`config.mk`:
```
export PLATFORM = sky130hd
export DESIGN_NAME = ace_snoop_responder
export DESIGN_NICKNAME = d
export VERILOG_FILES = /design/src/rtl/ace_pkg.sv /design/src/rtl/ace_snoop_resp_decode.sv /design/src/rtl/ace_snoop_responder.sv
export SDC_FILE = /design/constraint.sdc
export NUM_CORES = 1
export LEC_CHECK = 0
export CAP_MARGIN = 20
export CORE_AREA = 4 4 145 147
export CTS_BUF_LIST = sky130_fd_sc_hd__clkbuf_2
export CTS_CLUSTER_DIAMETER = 80
export DETAILED_ROUTE_END_ITERATION = 10
export DIE_AREA = 0 0 149 151
export PLACE_DENSITY = 0.71
export REMOVE_ABC_BUFFERS = 1
export SYNTH_ARGS = -nofsm -noshare
export SYNTH_HDL_FRONTEND = slang
export SYNTH_SLANG_ARGS = --single-unit
```
`constraint.sdc`:
```
create_clock -name clk_i -period 8.3 [get_ports clk_i]
set_clock_uncertainty 0.15 [all_clocks]
set_input_delay 0.83 -clock clk_i [delete_from_list [all_inputs] [get_ports clk_i]]
set_output_delay 0.83 -clock clk_i [all_outputs]
set_load 0.05 [all_outputs]
```
`src/rtl/ace_pkg.sv`:
```
// ACE snoop opcodes, CRRESP bit positions and the default snoop channel bundles.
package ace_pkg;

    localparam logic [3:0] SNP_READ_ONCE             = 4'b0000;
    localparam logic [3:0] SNP_READ_SHARED           = 4'b0001;
    localparam logic [3:0] SNP_READ_CLEAN            = 4'b0010;
    localparam logic [3:0] SNP_READ_NOT_SHARED_DIRTY = 4'b0011;
    localparam logic [3:0] SNP_READ_UNIQUE           = 4'b0111;
    localparam logic [3:0] SNP_CLEAN_SHARED          = 4'b1000;
    localparam logic [3:0] SNP_CLEAN_INVALID         = 4'b1001;
    localparam logic [3:0] SNP_MAKE_INVALID          = 4'b1101;

    localparam int CR_DT  = 0;
    localparam int CR_ERR = 1;
    localparam int CR_PD  = 2;
    localparam int CR_IS  = 3;
    localparam int CR_WU  = 4;

    localparam int ACE_ADDR_W = 64;
    localparam int ACE_DATA_W = 64;

    typedef struct packed {
        logic [ACE_ADDR_W-1:0] addr;
        logic [3:0]            snoop;
        logic [2:0]            prot;
    } ac_chan_t;

    typedef struct packed {
        logic     ac_valid;
        ac_chan_t ac;
        logic     cr_ready;
        logic     cd_ready;
    } snoop_req_t;

    typedef struct packed {
        logic [ACE_DATA_W-1:0] data;
        logic                  last;
    } cd_chan_t;

    typedef struct packed {
        logic     ac_ready;
        logic     cr_valid;
        logic [4:0] cr_resp;
        logic     cd_valid;
        cd_chan_t cd;
    } snoop_resp_t;

    function automatic logic snoop_supported(input logic [3:0] snoop);
        case (snoop)
            SNP_READ_ONCE, SNP_READ_SHARED, SNP_READ_CLEAN, SNP_READ_NOT_SHARED_DIRTY,
            SNP_READ_UNIQUE, SNP_CLEAN_SHARED, SNP_CLEAN_INVALID, SNP_MAKE_INVALID:
                return 1'b1;
            default:
                return 1'b0;
        endcase
    endfunction

endpackage

```
`src/rtl/ace_snoop_resp_decode.sv`:
```
// Maps snoop opcode plus tag lookup result to CRRESP and the new cache line state.
module ace_snoop_resp_decode
    import ace_pkg::*;
(
    input  logic [3:0] snoop,
    input  logic       hit,
    input  logic       dirty,
    input  logic       shared,
    output logic [4:0] cr_resp,
    output logic       upd_req,
    output logic       upd_inval,
    output logic       upd_clean,
    output logic       upd_shared
);

    always_comb begin
        cr_resp    = '0;
        upd_req    = 1'b0;
        upd_inval  = 1'b0;
        upd_clean  = 1'b0;
        upd_shared = 1'b0;
        // A miss or an unknown opcode answers with an all-zero response and leaves the line alone.
        if (hit && snoop_supported(snoop)) begin
            cr_resp[CR_WU] = !shared;
            case (snoop)
                SNP_READ_ONCE: begin
                    cr_resp[CR_DT] = 1'b1;
                    cr_resp[CR_IS] = 1'b1;
                end
                SNP_READ_SHARED, SNP_READ_CLEAN, SNP_READ_NOT_SHARED_DIRTY: begin
                    cr_resp[CR_DT] = 1'b1;
                    cr_resp[CR_PD] = dirty;
                    cr_resp[CR_IS] = 1'b1;
                    upd_req        = 1'b1;
                    upd_shared     = 1'b1;
                    upd_clean      = 1'b1;
                end
                SNP_READ_UNIQUE: begin
                    cr_resp[CR_DT] = 1'b1;
                    cr_resp[CR_PD] = dirty;
                    upd_req        = 1'b1;
                    upd_inval      = 1'b1;
                end
                SNP_CLEAN_INVALID: begin
                    cr_resp[CR_DT] = dirty;
                    cr_resp[CR_PD] = dirty;
                    upd_req        = 1'b1;
                    upd_inval      = 1'b1;
                end
                SNP_CLEAN_SHARED: begin
                    cr_resp[CR_DT] = dirty;
                    cr_resp[CR_PD] = dirty;
                    cr_resp[CR_IS] = 1'b1;
                    upd_req        = dirty;
                    upd_clean      = dirty;
                end
                SNP_MAKE_INVALID: begin
                    upd_req        = 1'b1;
                    upd_inval      = 1'b1;
                end
                default: ;
            endcase
        end
    end

endmodule

```
`src/rtl/ace_snoop_responder.sv`:
```
// Single-outstanding ACE snoop responder: AC accept, tag lookup, CR response,
// line data streamed beat by beat on CD, then the cache line state update.
module ace_snoop_responder
    import ace_pkg::*;
#(
    parameter int unsigned AxiAddrWidth    = ACE_ADDR_W,
    parameter int unsigned AxiDataWidth    = ACE_DATA_W,
    parameter int unsigned DcacheLineWidth = 256,
    parameter type snoop_req_t  = ace_pkg::snoop_req_t,
    parameter type snoop_resp_t = ace_pkg::snoop_resp_t,
    localparam int BeatsPerLine = (DcacheLineWidth / AxiDataWidth) < 1 ? 1 : int'(DcacheLineWidth / AxiDataWidth),
    localparam int BeatW        = BeatsPerLine > 1 ? $clog2(BeatsPerLine) : 1
) (
    input  logic                    clk_i,
    input  logic                    rst_i,
    input  snoop_req_t              snoop_req_i,
    output snoop_resp_t             snoop_resp_o,
    output logic                    lookup_valid_o,
    input  logic                    lookup_ready_i,
    output logic [AxiAddrWidth-1:0] lookup_addr_o,
    input  logic                    lookup_hit_i,
    input  logic                    lookup_dirty_i,
    input  logic                    lookup_shared_i,
    output logic                    data_req_o,
    output logic [BeatW-1:0]        data_beat_o,
    input  logic [AxiDataWidth-1:0] data_rdata_i,
    output logic                    upd_valid_o,
    input  logic                    upd_ready_i,
    output logic                    upd_inval_o,
    output logic                    upd_clean_o,
    output logic                    upd_shared_o,
    output logic [2:0]              dbg_state
);

    localparam logic [2:0] ST_IDLE   = 3'd0;
    localparam logic [2:0] ST_LOOKUP = 3'd1;
    localparam logic [2:0] ST_RESP   = 3'd2;
    localparam logic [2:0] ST_DRD    = 3'd3;
    localparam logic [2:0] ST_DWR    = 3'd4;
    localparam logic [2:0] ST_UPDATE = 3'd5;

    localparam logic [BeatW-1:0] LastBeat = BeatW'(BeatsPerLine - 1);

    logic [2:0]              state_q;
    logic [BeatW-1:0]        beat_q;
    logic                    rd_wait_q;
    logic [AxiAddrWidth-1:0] addr_q;
    logic [3:0]              snoop_q;
    logic [4:0]              cr_resp_q;
    logic                    upd_req_q, inval_q, clean_q, shared_q;
    logic [AxiDataWidth-1:0] cd_data_q;

    logic [4:0] dec_cr_resp;
    logic       dec_upd_req, dec_inval, dec_clean, dec_shared;
    logic       unused_prot;

    assign unused_prot = ^snoop_req_i.ac.prot;

    ace_snoop_resp_decode u_decode (
        .snoop      (snoop_q),
        .hit        (lookup_hit_i),
        .dirty      (lookup_dirty_i),
        .shared     (lookup_shared_i),
        .cr_resp    (dec_cr_resp),
        .upd_req    (dec_upd_req),
        .upd_inval  (dec_inval),
        .upd_clean  (dec_clean),
        .upd_shared (dec_shared)
    );

    // Handshakes: a transfer happens on a rising edge where valid and ready are both 1;
    // valid and its payload never change while the partner holds ready low.
    always_ff @(posedge clk_i or posedge rst_i) begin
        if (rst_i) begin
            state_q   <= ST_IDLE;
            beat_q    <= '0;
            rd_wait_q <= 1'b0;
            addr_q    <= '0;
            snoop_q   <= '0;
            cr_resp_q <= '0;
            upd_req_q <= 1'b0;
            inval_q   <= 1'b0;
            clean_q   <= 1'b0;
            shared_q  <= 1'b0;
            cd_data_q <= '0;
        end else begin
            case (state_q)
                ST_IDLE: if (snoop_req_i.ac_valid) begin
                    addr_q  <= snoop_req_i.ac.addr[AxiAddrWidth-1:0];
                    snoop_q <= snoop_req_i.ac.snoop;
                    state_q <= ST_LOOKUP;
                end
                ST_LOOKUP: if (lookup_ready_i) begin
                    cr_resp_q <= dec_cr_resp;
                    upd_req_q <= dec_upd_req;
                    inval_q   <= dec_inval;
                    clean_q   <= dec_clean;
                    shared_q  <= dec_shared;
                    state_q   <= ST_RESP;
                end
                ST_RESP: if (snoop_req_i.cr_ready) begin
                    if (cr_resp_q[CR_DT])  state_q <= ST_DRD;
                    else if (upd_req_q)    state_q <= ST_UPDATE;
                    else                   state_q <= ST_IDLE;
                end
                // First DRD cycle issues the read, second captures the data that arrives a cycle later.
                ST_DRD: begin
                    if (!rd_wait_q) begin
                        rd_wait_q <= 1'b1;
                    end else begin
                        rd_wait_q <= 1'b0;
                        cd_data_q <= data_rdata_i;
                        state_q   <= ST_DWR;
                    end
                end
                ST_DWR: if (snoop_req_i.cd_ready) begin
                    if (beat_q == LastBeat) begin
                        beat_q  <= '0;
                        state_q <= upd_req_q ? ST_UPDATE : ST_IDLE;
                    end else begin
                        beat_q  <= beat_q + 1'b1;
                        state_q <= ST_DRD;
                    end
                end
                ST_UPDATE: if (upd_ready_i) state_q <= ST_IDLE;
                default: state_q <= ST_IDLE;
            endcase
        end
    end

    always_comb begin
        snoop_resp_o          = '0;
        snoop_resp_o.ac_ready = (state_q == ST_IDLE) && !rst_i;
        snoop_resp_o.cr_valid = (state_q == ST_RESP);
        snoop_resp_o.cr_resp  = cr_resp_q;
        snoop_resp_o.cd_valid = (state_q == ST_DWR);
        snoop_resp_o.cd.data  = cd_data_q;
        snoop_resp_o.cd.last  = (state_q == ST_DWR) && (beat_q == LastBeat);
    end

    assign lookup_valid_o = (state_q == ST_LOOKUP);
    assign lookup_addr_o  = addr_q;
    assign data_req_o     = (state_q == ST_DRD) && !rd_wait_q;
    assign data_beat_o    = beat_q;
    assign upd_valid_o    = (state_q == ST_UPDATE);
    assign upd_inval_o    = inval_q;
    assign upd_clean_o    = clean_q;
    assign upd_shared_o   = shared_q;
    assign dbg_state      = state_q;

endmodule

```
---- Word level (Yosys, flattened, before mapping) ----
Memories as Yosys holds them, arrays and structs flattened.
Cells that the tools add are included.
word-level totals
  bits in registers ....................... 146
  ROM bits ................................ 16
  bits of input ports ..................... 145
  output and inout bits ................... 148
  logic and storage cells ................. 78
  memories ................................ 1
operators by class
  add/sub/neg operators ................... 1
  equality and inequality tests ........... 19
  mux-type cells .......................... 25
  reduce and logical (&&, ||, !) cells .... 21
memory list
  name              words  bits a word  read ports  clocked after Yosys merged registers in  wr ports  line           text
  (name not given)  16     1            1           0                                        0         ace_pkg.sv:49  case (snoop)
operators with widths
  cell                                                                    number
  3-bit two-way mux                                                       10
  3-bit case mux with 6 select lines                                      1
  4-bit equality test (second input constant)                             3
  6-bit OR reduction                                                      2
  1-bit two-way mux                                                       10
  5-bit OR reduction                                                      2
  4-bit by 2-bit equality test with 1-bit output (second input constant)  2
  2-bit != test (second input constant)                                   4
  2-bit AND reduction                                                     4
  3-bit by 2-bit equality test with 1-bit output (second input constant)  2
  3-bit equality test (second input constant)                             2
  1-bit case mux with 2 select lines                                      3
  6-bit AND reduction                                                     1
  3-bit OR reduction                                                      2
  4-bit by 1-bit equality test with 1-bit output (second input constant)  1
  4-bit by 3-bit equality test with 1-bit output (second input constant)  1
  1-bit logical AND                                                       4
  4-bit zero test                                                         1
  2-bit by 1-bit != test with 1-bit output (second input constant)        2
  3-bit by 1-bit equality test with 1-bit output (second input constant)  1
  1-bit zero test                                                         3
  3-bit zero test                                                         1
  2-bit by 1-bit adder with 2-bit output (second input constant)          1
  2-bit equality test (second input constant)                             1
  other kinds (2)                                                         2

---- Longest topological paths before layout ----
Gate-level depths: netlist (run 1).
  word-level depth ........................ 4
  mapped depth ............................ 6
  mapped depth without buffers ............ 5

---- Hierarchy ----
A second synthesis (run 1) with hierarchy kept.
second synthesis, totals
  cells, all modules ...................... 378
  area total of the unflattened synthesis .. 5881.9 µm²
by module, submodules not included
  module                 instances  cells an instance  area each (µm²)  sequential area each (µm²)
  ace_snoop_responder    1          350                5694.2           3678.5
  ace_snoop_resp_decode  1          28                 187.7            0.0

---- Worst setup path after synthesis (run 1) ----
No wires, ideal clock.
  path type ............................... register -> output
  start point ............................. reg state_q[2], in the netlist dbg_state[2]
  end point ............................... out snoop_resp_o[72] in the netlist's numbering
  data arrival time ....................... 2486 ps
  data required time ...................... 7320 ps
  setup slack ............................. 4834 ps
  stages on the path, launching flop included .. 4
  buffers on the path ..................... 2
  cells stage by stage .................... dfrtp_1 > buf_2 > clkbuf_1 > nor4_1
RTL lines
  what                      line                        text
  start: declaration        ace_snoop_responder.sv:44   logic [2:0] state_q;
  start signal: assignment  ace_snoop_responder.sv:119  state_q <= upd_req_q ? ST_UPDATE : ST_IDLE;
  end: declaration          ace_snoop_responder.sv:17   output snoop_resp_t snoop_resp_o,

---- Worst setup path after layout (run 1) ----
  start point ............................. reg state_q[2], in the netlist dbg_state[2]
  end point ............................... out data_req_o
on the way
  cells in the longest elaborated chain, start to end .. 2
ends and longest elaborated chain
  what                                            line                        text
  3-bit by 2-bit equality test with 1-bit output  ace_snoop_responder.sv:143  assign data_req_o = (state_q == ST_DRD) && !rd_wait_q;
  1-bit logical AND                               ace_snoop_responder.sv:143
  end: declaration                                ace_snoop_responder.sv:24   output logic data_req_o,
No other way between the ends.

==> impl_metrics.env, run 1 <==
export IMPL_drc=0
export IMPL_die_h_um=151
export IMPL_synth_compound_area_frac=0.0295
export IMPL_finalCritPeriodShare=0.467
export IMPL_final_hold_viol_count=0
export IMPL_synth_async_sr_flop_share=1.00
export IMPL_fin_tns_setup_ns=0
export IMPL_synth_area_top_cells="dfrtp_1, mux2_2, mux2_1, mux2_4, buf_6"
export IMPL_vdd_drop_max_mv=0.256
export IMPL_rsz0062_at_grt="no"
export IMPL_required_ns=7.32
export IMPL_htree_levels=4
export IMPL_hold_slack_ns=0.364
export IMPL_cts_tree="built"
export IMPL_dp_slack_ns=4.89
export IMPL_grt_max_degree=81
export IMPL_root_buffer="clkbuf_2"
export IMPL_grt_usage=0.140
export IMPL_total_power_mw=4.51
export IMPL_antenna_found_initial=1
export IMPL_slew_limit_headroom=0.348
export IMPL_yosysTopAreaCell="dfrtp_1"
export IMPL_worstPathMaxFanout=16
export IMPL_postRouteAntennaNets=0
export IMPL_hold_depth=1
export IMPL_cp_top_family="buffers and inverters"
export IMPL_drv_cap=0
export IMPL_tightest_slew_ns=0.978
export IMPL_ctsResizeCount=0
export IMPL_viasPerCell=4.36
export IMPL_synthAdderAreaFrac=0.00214
export IMPL_die_w_um=149
export IMPL_grt_overflow_total=0
export IMPL_cts_sinks=146
export IMPL_dieArea_sq_mm=0.0225
export IMPL_ys_seq_elements=146
export IMPL_crit_path_start_kind="flop"
export IMPL_ys_seq_area_frac=0.624
export IMPL_layout_drive_gt1_share=0.220
export IMPL_power_frac_comb=0.608
export IMPL_synth_cells=387
export IMPL_cpPeakStageDelay_ns=0.83
export IMPL_grt_pass1_vias=4613
export IMPL_path_depth=4
export IMPL_crit_type="flop to output port"
export IMPL_leakagePower_nw=3.80
export IMPL_rrSetupSlack_ns=5.47
export IMPL_syn_avg_cell_area_sq_um=15.1
export IMPL_gp_congestion=0.809
export IMPL_drt_pass1_iter_count=4
export IMPL_fmax_mhz=258
export IMPL_switching_share=0.492
export IMPL_vias=4164
export IMPL_finalNonFillerCells=956
export IMPL_core_area_sq_mm=0.0199
export IMPL_p_clk_frac=0.103
export IMPL_start_util=0.294
export IMPL_drt_iter0_drc=102
export IMPL_setup_viol=0
export IMPL_ctsLongestPathBuffers=2
export IMPL_port_buffers=288
export IMPL_drv_slew=0
export IMPL_synth_xor_xnor_area_share=0.00150
export IMPL_synth_distinct_cells=37
export IMPL_cts_inserted_buffers=17
export IMPL_path_clk_slew_ns=0.22
export IMPL_ios=293
export IMPL_syn_area_sq_mm=0.00586
export IMPL_yosys_mux_area_fraction=0.270
export IMPL_wl_per_cell_um=16.8
export IMPL_crit_path_cell_trace="nor2b_1 -> nand2_1 -> nor2_1 -> clkdlybuf4s50_1"
export IMPL_yosysTopAreaCellShare=0.624
export IMPL_wirelength_um=16000
export IMPL_clock_latency_ns=0.66
export IMPL_arrival_ns=2.90
export IMPL_ctsHoldBuffers=0
export IMPL_end_kind="output port"
export IMPL_placed_cells=924
export IMPL_crit_slowest_cell="clkdlybuf4s50_1"
export IMPL_synth_edf_count=0
export IMPL_synth_warnings=0
export IMPL_synth_top_family_by_area="multiplexers"
export IMPL_post_cts_buffers=0
export IMPL_power_switching_mw=2.22
export IMPL_worst_slack_ns=4.42
export IMPL_period_needed_ns=3.88
export IMPL_p_int_mw=2.29
export IMPL_synthFlopType="dfrtp_1"
export IMPL_power_density_mw_per_mm2=488
export IMPL_synthSimpleGateAreaFrac=0.0427
export IMPL_dpl_hpwl_um=12000
export IMPL_area_growth_pct=57.6
export IMPL_reg2reg_depth=3
export IMPL_p_seq_frac=0.289
export IMPL_status="completed"
export IMPL_num_nets_final=820
export IMPL_crit_buf_inv=1
export IMPL_grt_pass1_wl_um=24700
export IMPL_hold_class="flop to flop"
export IMPL_fp_row_count=52
==> layer usage <==
metal	track usage	part of all wire
met4	0.0517	0.022
met1	0.155	0.37
met3	0.0506	0.074
met2	0.248	0.53
met5	0	0
==> cells in the final DEF (no fill, tap or decap), types with 3 or more instances in the layout <==
| cell type | count |
|---|---|
| clkdlybuf4s50_1 | 288 |
| clkbuf_2 | 18 |
| clkinv_4 | 3 |
| nor2_1 | 11 |
| nor2b_1 | 5 |
| mux2_4 | 8 |
| a21oi_1 | 3 |
| mux2i_1 | 3 |
| o21ai_0 | 14 |
| and3_1 | 3 |
| mux2_1 | 20 |
| dfrtp_1 | 146 |
| mux2_2 | 107 |
| bufinv_16 | 4 |
| inv_6 | 3 |
| nand2_1 | 16 |
==> cell type report <==
cell class	instances	area, sq um
multi-input cells	215	2030
well taps	270	338
fillers	1815	10700
repair buffers	291	2920
clock buffers	18	90.1
inverters	3	16.3
flip-flops and latches	146	3650
diodes	1	2.50
clock inverters	12	184
==> cells by family after synthesis <==
kind of cell             after synthesis
AO/OA/AOI/OAI                         28
AND/OR/NAND/NOR                       46
XOR/XNOR                               1
adder cells (fa/ha/maj)                1
flip-flops                           146
multiplexers                         138
other                                  1
buffers and inverters                 26
==> power groups by stage <==
stage	logic [mW]	registers, mW	clock network (mW)
detailed placement	2.76	1.32	0
floorplan	0.587	2.51	0
global placement	2.73	1.29	0
finish	2.74	1.30	0.464
global route	2.85	1.36	0.516
CTS	2.77	1.31	0.486
==> cells in the mapped netlist, types with 2 or more instances <==
cell      number
buf_4          4
mux2_4         8
nand3_1        2
nor2b_1        5
a21oi_1        3
mux2_2       107
clkbuf_1       5
o21ai_0       14
and3_1         3
mux2i_1        3
buf_6          7
inv_1          3
dfrtp_1      146
buf_2          7
and2_1         2
nand3b_1       2
a22oi_1        2
nand2_1       16
nor2_1        11
mux2_1        20
==> flip-flops by register name (all words and copies together) (netlist names) <==
name,count
cd_data_q,64
cr_resp_q,4
data_beat_o,2
dbg_state,3
lookup_addr_o,64
rd_wait_q,1
snoop_q,4
upd_clean_o,1
upd_inval_o,1
upd_req_q,1
upd_shared_o,1
==> final timing paths <==
kind / from / endpoint
max: dbg_state[2] / data_req_o
min: lookup_addr_o[1] / lookup_addr_o[1]
max reg2reg: dbg_state[2] / cd_data_q[3]
min reg2reg: lookup_addr_o[1] / lookup_addr_o[1]
max in group asynchronous: rst_i / cd_data_q[7]
min in group asynchronous: rst_i / lookup_addr_o[12]
==> per-stage QoR <==
stage / util / instance area [sq um]
floorplan: - / 5690
global placement: 0.449 / 8930
finish: 0.464 / 9230
global route: 0.464 / 9230
detailed placement: 0.449 / 8930
CTS: 0.462 / 9210
(Power assumes the default switching activity.)
==> inputs of run 2 (changes only) <==
==> constraint.sdc (replaced) <==
create_clock -name clk_i -period 4 [get_ports clk_i]
set_clock_uncertainty 0.15 [all_clocks]
set_input_delay 0.4 -clock clk_i [delete_from_list [all_inputs] [get_ports clk_i]]
set_output_delay 0.4 -clock clk_i [all_outputs]
set_load 0.05 [all_outputs]
==> run 2 against run 1 <==
Effect of this change: worst setup slack got worse by 3.9 ns; sequential cell count did not move; sequential share of layout area barely moved; first-iteration DRC count rose by 28%; wire length rose by 0.23%; die area did not move; sequential power rose by 110%; register-to-register slack got worse by 4.0 ns; count of clock-buffer cells in the layout fell by 1; clock power rose by 85%; via count rose by 0.84%; hold slack got worse by 0.24 ns; critical path type unchanged; critical endpoint unchanged; largest power group unchanged.
==> impl_metrics.env, run 2 (synthesis results as in run 1) <==
export IMPL_p_clk_frac=0.093
export IMPL_leakagePower_nw=3.79
export IMPL_power_frac_comb=0.615
export IMPL_crit_type="flop to output port"
export IMPL_tightest_slew_ns=0.883
export IMPL_drt_pass1_iter_count=4
export IMPL_area_growth_pct=57.5
export IMPL_wl_per_cell_um=16.7
export IMPL_path_clk_slew_ns=0.24
export IMPL_viasPerCell=4.37
export IMPL_vias=4199
export IMPL_cts_tree="built"
export IMPL_die_w_um=149
export IMPL_die_h_um=151
export IMPL_cts_sinks=146
export IMPL_wirelength_um=16100
export IMPL_switching_share=0.500
export IMPL_port_buffers=288
export IMPL_core_area_sq_mm=0.0199
export IMPL_grt_pass1_vias=4534
export IMPL_p_seq_frac=0.292
export IMPL_root_buffer="clkbuf_2"
export IMPL_finalCritPeriodShare=0.875
export IMPL_power_switching_mw=4.62
export IMPL_hold_class="input port to flop"
export IMPL_post_cts_buffers=0
export IMPL_layout_common_cells="clkdlybuf4s50_1, dfrtp_1, mux2_2"
export IMPL_crit_path_start_kind="flop"
export IMPL_arrival_ns=2.95
export IMPL_num_fill_cells=1786
export IMPL_num_nets_final=823
export IMPL_rsz0062_at_grt="no"
export IMPL_final_hold_viol_count=0
export IMPL_status="completed"
export IMPL_drt_iter0_drc=131
export IMPL_ios=293
export IMPL_required_ns=3.45
export IMPL_setup_viol=0
export IMPL_hold_depth=2
export IMPL_vdd_drop_max_mv=0.545
export IMPL_drv_slew=0
export IMPL_power_density_mw_per_mm2=1000
export IMPL_p_int_mw=4.63
export IMPL_grt_overflow_total=0
export IMPL_dpl_hpwl_um=12100
export IMPL_postRouteAntennaNets=0
export IMPL_antenna_found_initial=1
export IMPL_end_kind="output port"
export IMPL_start_util=0.294
export IMPL_hold_slack_ns=0.126
export IMPL_grt_usage=0.139
export IMPL_final_common_cell="clkdlybuf4s50_1"
export IMPL_grt_pass1_wl_um=24500
export IMPL_layout_drive_gt1_share=0.222
export IMPL_htree_levels=4
export IMPL_dieArea_sq_mm=0.0225
export IMPL_gp_congestion=0.795
export IMPL_fmax_mhz=286
export IMPL_fin_tns_setup_ns=0
export IMPL_slew_limit_headroom=0.411
export IMPL_grt_max_degree=65
export IMPL_ctsLongestPathBuffers=2
export IMPL_period_needed_ns=3.50
export IMPL_cts_inserted_buffers=17
export IMPL_drc=0
export IMPL_drv_cap=0
export IMPL_fp_row_count=52
export IMPL_reg2reg_depth=4
export IMPL_clock_latency_ns=0.67
export IMPL_worstPathMaxFanout=16
-- run 2: cell type report --
class	instances	area (sq um)	share of cell area
Antenna cell	1	2.50	0.000271
Multi-Input combinational cell	215	2030	0.220
Clock buffer	17	85.1	0.00923
Timing Repair Buffer	294	2940	0.319
Sequential cell	146	3650	0.396
Tap cell	270	338	0.0366
Clock inverter	15	155	0.0168
Inverter	3	16.3	0.00176
-- run 2: timing repair --
item                      4_1_cts  5_1_grt
hold buffers                    1        0
gates resized for setup         0        0
hold endpoints to repair       55        0
-- run 2: metal layers --
metal | vias to the layer above | global-route usage | routed length (um)
met5 | - | 0 | 0
met4 | 0 | 0.0444 | 280
met3 | 19 | 0.0467 | 1050
met2 | 146 | 0.247 | 8640
met1 | 2089 | 0.157 | 6100
li1 | 1945 | - | -
-- run 2: power by group through the flow --
stage / clock (mW) / sequential [mW] / combinational, mW
after floorplan: 0 / 5.21 / 1.22
after global placement: 0 / 2.69 / 5.66
after detailed placement: 0 / 2.74 / 5.74
after CTS: 0.902 / 2.71 / 5.76
after global routing: 0.965 / 2.81 / 5.93
final: 0.860 / 2.70 / 5.69
-- run 2: per-stage QoR --
stage               setup WS [ns]  cell area (sq um)  cells  total power, mW   util
floorplan                  -0.473               5690    364             6.43      -
global placement             1.27               8970    927             8.35  0.450
detailed placement           1.23               8970    927             8.48  0.450
CTS                         0.365               9220    960             9.37  0.463
global route                0.219               9220    961             9.70  0.463
finish                      0.500               9220    961             9.25  0.463
-- run 2: worst max-delay path, stage by stage, from the launching register on --
cell	delay [ns]
dfrtp_1	0.62
nor2b_1	0.54
nand2_1	0.17
nor2_1	0.13
clkdlybuf4s50_1	0.81
-- run 2: path summary, 6_finish.rpt --
| check | slack, ns | start | endpoint |
|---|---|---|---|
| worst max-delay path | 0.50 | dbg_state[2] | data_req_o |
| worst max register to register | 1.47 | dbg_state[2] | cd_data_q[30] |
| worst min-delay path | 0.13 | lookup_shared_i | cr_resp_q[4] |
| max in group asynchronous | 2.29 | rst_i | cd_data_q[48] |
| min in group asynchronous | 0.56 | rst_i | rd_wait_q |
| worst min register to register | 0.36 | cr_resp_q[4] | cr_resp_q[4] |
==> inputs of run 3 (changes only) <==
--- a/config.mk
+++ b/config.mk
@@ -6,13 +6,14 @@
 export NUM_CORES = 1
 export LEC_CHECK = 0
 export CAP_MARGIN = 20
-export CORE_AREA = 4 4 145 147
+export CORE_AREA = 4 4 146 148
 export CTS_BUF_LIST = sky130_fd_sc_hd__clkbuf_2
 export CTS_CLUSTER_DIAMETER = 80
 export DETAILED_ROUTE_END_ITERATION = 10
-export DIE_AREA = 0 0 149 151
-export PLACE_DENSITY = 0.71
+export DIE_AREA = 0 0 150 152
+export PLACE_DENSITY = 0.73
 export REMOVE_ABC_BUFFERS = 1
 export SYNTH_ARGS = -nofsm -noshare
 export SYNTH_HDL_FRONTEND = slang
+export SYNTH_HIERARCHICAL = 1
 export SYNTH_SLANG_ARGS = --single-unit
==> run 3 against run 2 <==
Effect of this change: synthesized cell count shrank 2.3%; worst setup slack better by 0.23 ns; total power increased by 1.0%; critical endpoint is now snoop_resp_o[0].
==> impl_metrics.env, run 3 <==
export IMPL_layout_common_cells="clkdlybuf4s50_1, dfrtp_1, mux2_2"
export IMPL_dpl_hpwl_um=11200
export IMPL_required_ns=3.45
export IMPL_worstPathMaxFanout=18
export IMPL_grt_pass1_wl_um=24300
export IMPL_synth_edf_count=0
export IMPL_tightest_slew_ns=0.833
export IMPL_finalCritPeriodShare=0.816
export IMPL_ys_seq_area_frac=0.625
export IMPL_wl_per_cell_um=16.3
export IMPL_crit_path_start_kind="flop"
export IMPL_grt_pass1_vias=4347
export IMPL_synth_area_top_cells="dfrtp_1, mux2_2, mux2_1, buf_4, buf_2"
export IMPL_layout_drive_gt1_share=0.240
export IMPL_path_clk_slew_ns=0.23
export IMPL_final_common_cell="clkdlybuf4s50_1"
export IMPL_grt_max_degree=82
export IMPL_placed_cells=920
export IMPL_drv_slew=0
export IMPL_ys_seq_elements=147
export IMPL_wirelength_um=15600
export IMPL_synth_warnings=6
export IMPL_die_h_um=152
export IMPL_fmax_mhz=306
export IMPL_port_buffers=289
export IMPL_rsz0062_at_grt="no"
export IMPL_drc=0
export IMPL_clock_latency_ns=0.67
export IMPL_status="completed"
export IMPL_root_buffer="clkbuf_2"
export IMPL_fp_row_count=52
export IMPL_syn_area_sq_mm=0.00588
export IMPL_slew_limit_headroom=0.444
export IMPL_yosysTopAreaCellShare=0.625
export IMPL_die_w_um=150
export IMPL_cts_tree="built"
export IMPL_vdd_drop_max_mv=0.478
export IMPL_finish_utilization=0.465
export IMPL_setup_viol=0
export IMPL_synth_commonest_cells="dfrtp_1, mux2_2, mux2_1, buf_2, buf_4"
export IMPL_dieArea_sq_mm=0.0228
export IMPL_synthFlopType="dfrtp_1"
export IMPL_hold_class="input port to flop"
export IMPL_htree_levels=4
export IMPL_leakagePower_nw=3.82
export IMPL_rrSetupSlack_ns=1.74
export IMPL_cts_sinks=147
export IMPL_cts_inserted_buffers=17
export IMPL_synth_async_sr_flop_share=1.00
export IMPL_core_area_sq_mm=0.0200
export IMPL_viasPerCell=4.36
export IMPL_period_needed_ns=3.27
export IMPL_postRouteAntennaNets=0
export IMPL_post_cts_buffers=0
export IMPL_ctsLongestPathBuffers=2
export IMPL_drt_iter0_drc=113
export IMPL_ios=293
export IMPL_finalNonFillerCells=954
export IMPL_grt_usage=0.136
export IMPL_synth_distinct_cells=40
export IMPL_power_density_mw_per_mm2=1000
export IMPL_gp_congestion=0.732
export IMPL_arrival_ns=2.72
export IMPL_synth_most_common_cell="dfrtp_1"
export IMPL_grt_overflow_total=0
export IMPL_num_nets_final=817
export IMPL_synth_cells=378
export IMPL_end_kind="output port"
export IMPL_final_hold_viol_count=0
export IMPL_area_growth_pct=58.5
export IMPL_yosysTopAreaCell="dfrtp_1"
export IMPL_antenna_found_initial=1
export IMPL_start_util=0.294
export IMPL_crit_type="flop to output port"
export IMPL_syn_avg_cell_area_sq_um=15.6
export IMPL_drt_pass1_iter_count=4
export IMPL_drv_cap=0
export IMPL_vias=4156
-- run 3: cell types whose count changed after synthesis, sizes merged, moves of 3 or more --
cell / previous run / this run
nor2: 11 / 4
mux2: 135 / 143
o21ai: 14 / 5
nand2: 16 / 5
nor3b: 1 / 5
clkbuf: 5 / 1
a21oi: 3 / 6
-- run 3: power by group --
| part | internal, mW | switching, mW | total [mW] |
|---|---|---|---|
| Clock | 0.411 | 0.555 | 0.966 |
| Sequential | 2.23 | 0.455 | 2.69 |
| Combinational | 2.15 | 3.55 | 5.69 |
| Total | 4.79 | 4.56 | 9.34 |
-- run 3: final timing paths --
path | from | to | cells past startpoint
setup / recovery | dbg_state[0] | snoop_resp_o[0] | 5
hold / removal | snoop_req_i[9] | lookup_addr_o[0] | 2
setup reg to reg | dbg_state[2] | cd_data_q[31] | 3
hold reg to reg | lookup_addr_o[1] | lookup_addr_o[1] | 1
max in group asynchronous | rst_i | cr_resp_q[0] | 4
min in group asynchronous | rst_i | dbg_state[1] | 3
-- run 3: cell families (layout without fill, tap and decap cells) --
| group | Yosys count | after routing | share of synthesized area |
|---|---|---|---|
| multiplexers | 145 | 145 | 0.277 |
| AND/OR/NAND/NOR | 36 | 36 | 0.0396 |
| flip-flops | 147 | 147 | 0.625 |
| XOR/XNOR | 1 | 1 | 0.00149 |
| AO/OA/AOI/OAI | 21 | 21 | 0.0255 |
| buffers and inverters | 26 | 331 | 0.0281 |
| other | 1 | 2 | 0.000638 |
| adder cells (fa/ha/maj) | 1 | 1 | 0.00213 |
-- run 3: cell type report --
class | count | area [sq um]
Antenna cell | 1 | 2.50
Clock buffer | 18 | 90.1
Clock inverter | 13 | 185
Fill cell | 1893 | 10700
Inverter | 5 | 23.8
Multi-Input combinational cell | 205 | 2040
Sequential cell | 147 | 3680
Tap cell | 270 | 338
Timing Repair Buffer | 295 | 2970
-- run 3: layer usage --
metal | up-vias | part of all wire | track usage
met3 | 24 | 0.079 | 0.0542
met1 | 2048 | 0.40 | 0.158
met5 | - | 0 | 0
met2 | 155 | 0.50 | 0.226
met4 | 0 | 0.023 | 0.0510
li1 | 1929 | - | -
-- run 3: timing repair --
action	4_1_cts	5_1_grt
hold endpoints to repair	33	1
hold buffers	1	1
gates resized for setup	0	0
-- run 3: critical path, stage by stage (launching register included) --
cell	delay (ns)
dfrtp_1	0.66
nor2_1	0.18
nand2_1	0.10
inv_1	0.17
and2_1	0.14
clkdlybuf4s50_1	0.79
-- run 3: through the flow --
step | worst slack [ns] | TNS [ns] | power [mW] | hold WS (ns) | instance area (sq um)
final | 0.734 | 0 | 9.34 | 0.153 | 9320
after global routing | 0.441 | 0 | 9.80 | 0.0130 | 9320
after CTS | 0.584 | 0 | 9.48 | 0.00890 | 9310
after detailed placement | 1.48 | 0 | 8.47 | 0.325 | 9030
after global placement | 1.48 | 0 | 8.40 | 0.318 | 9030
after floorplan | -0.501 | -78.16 | 6.48 | 0.339 | 5740
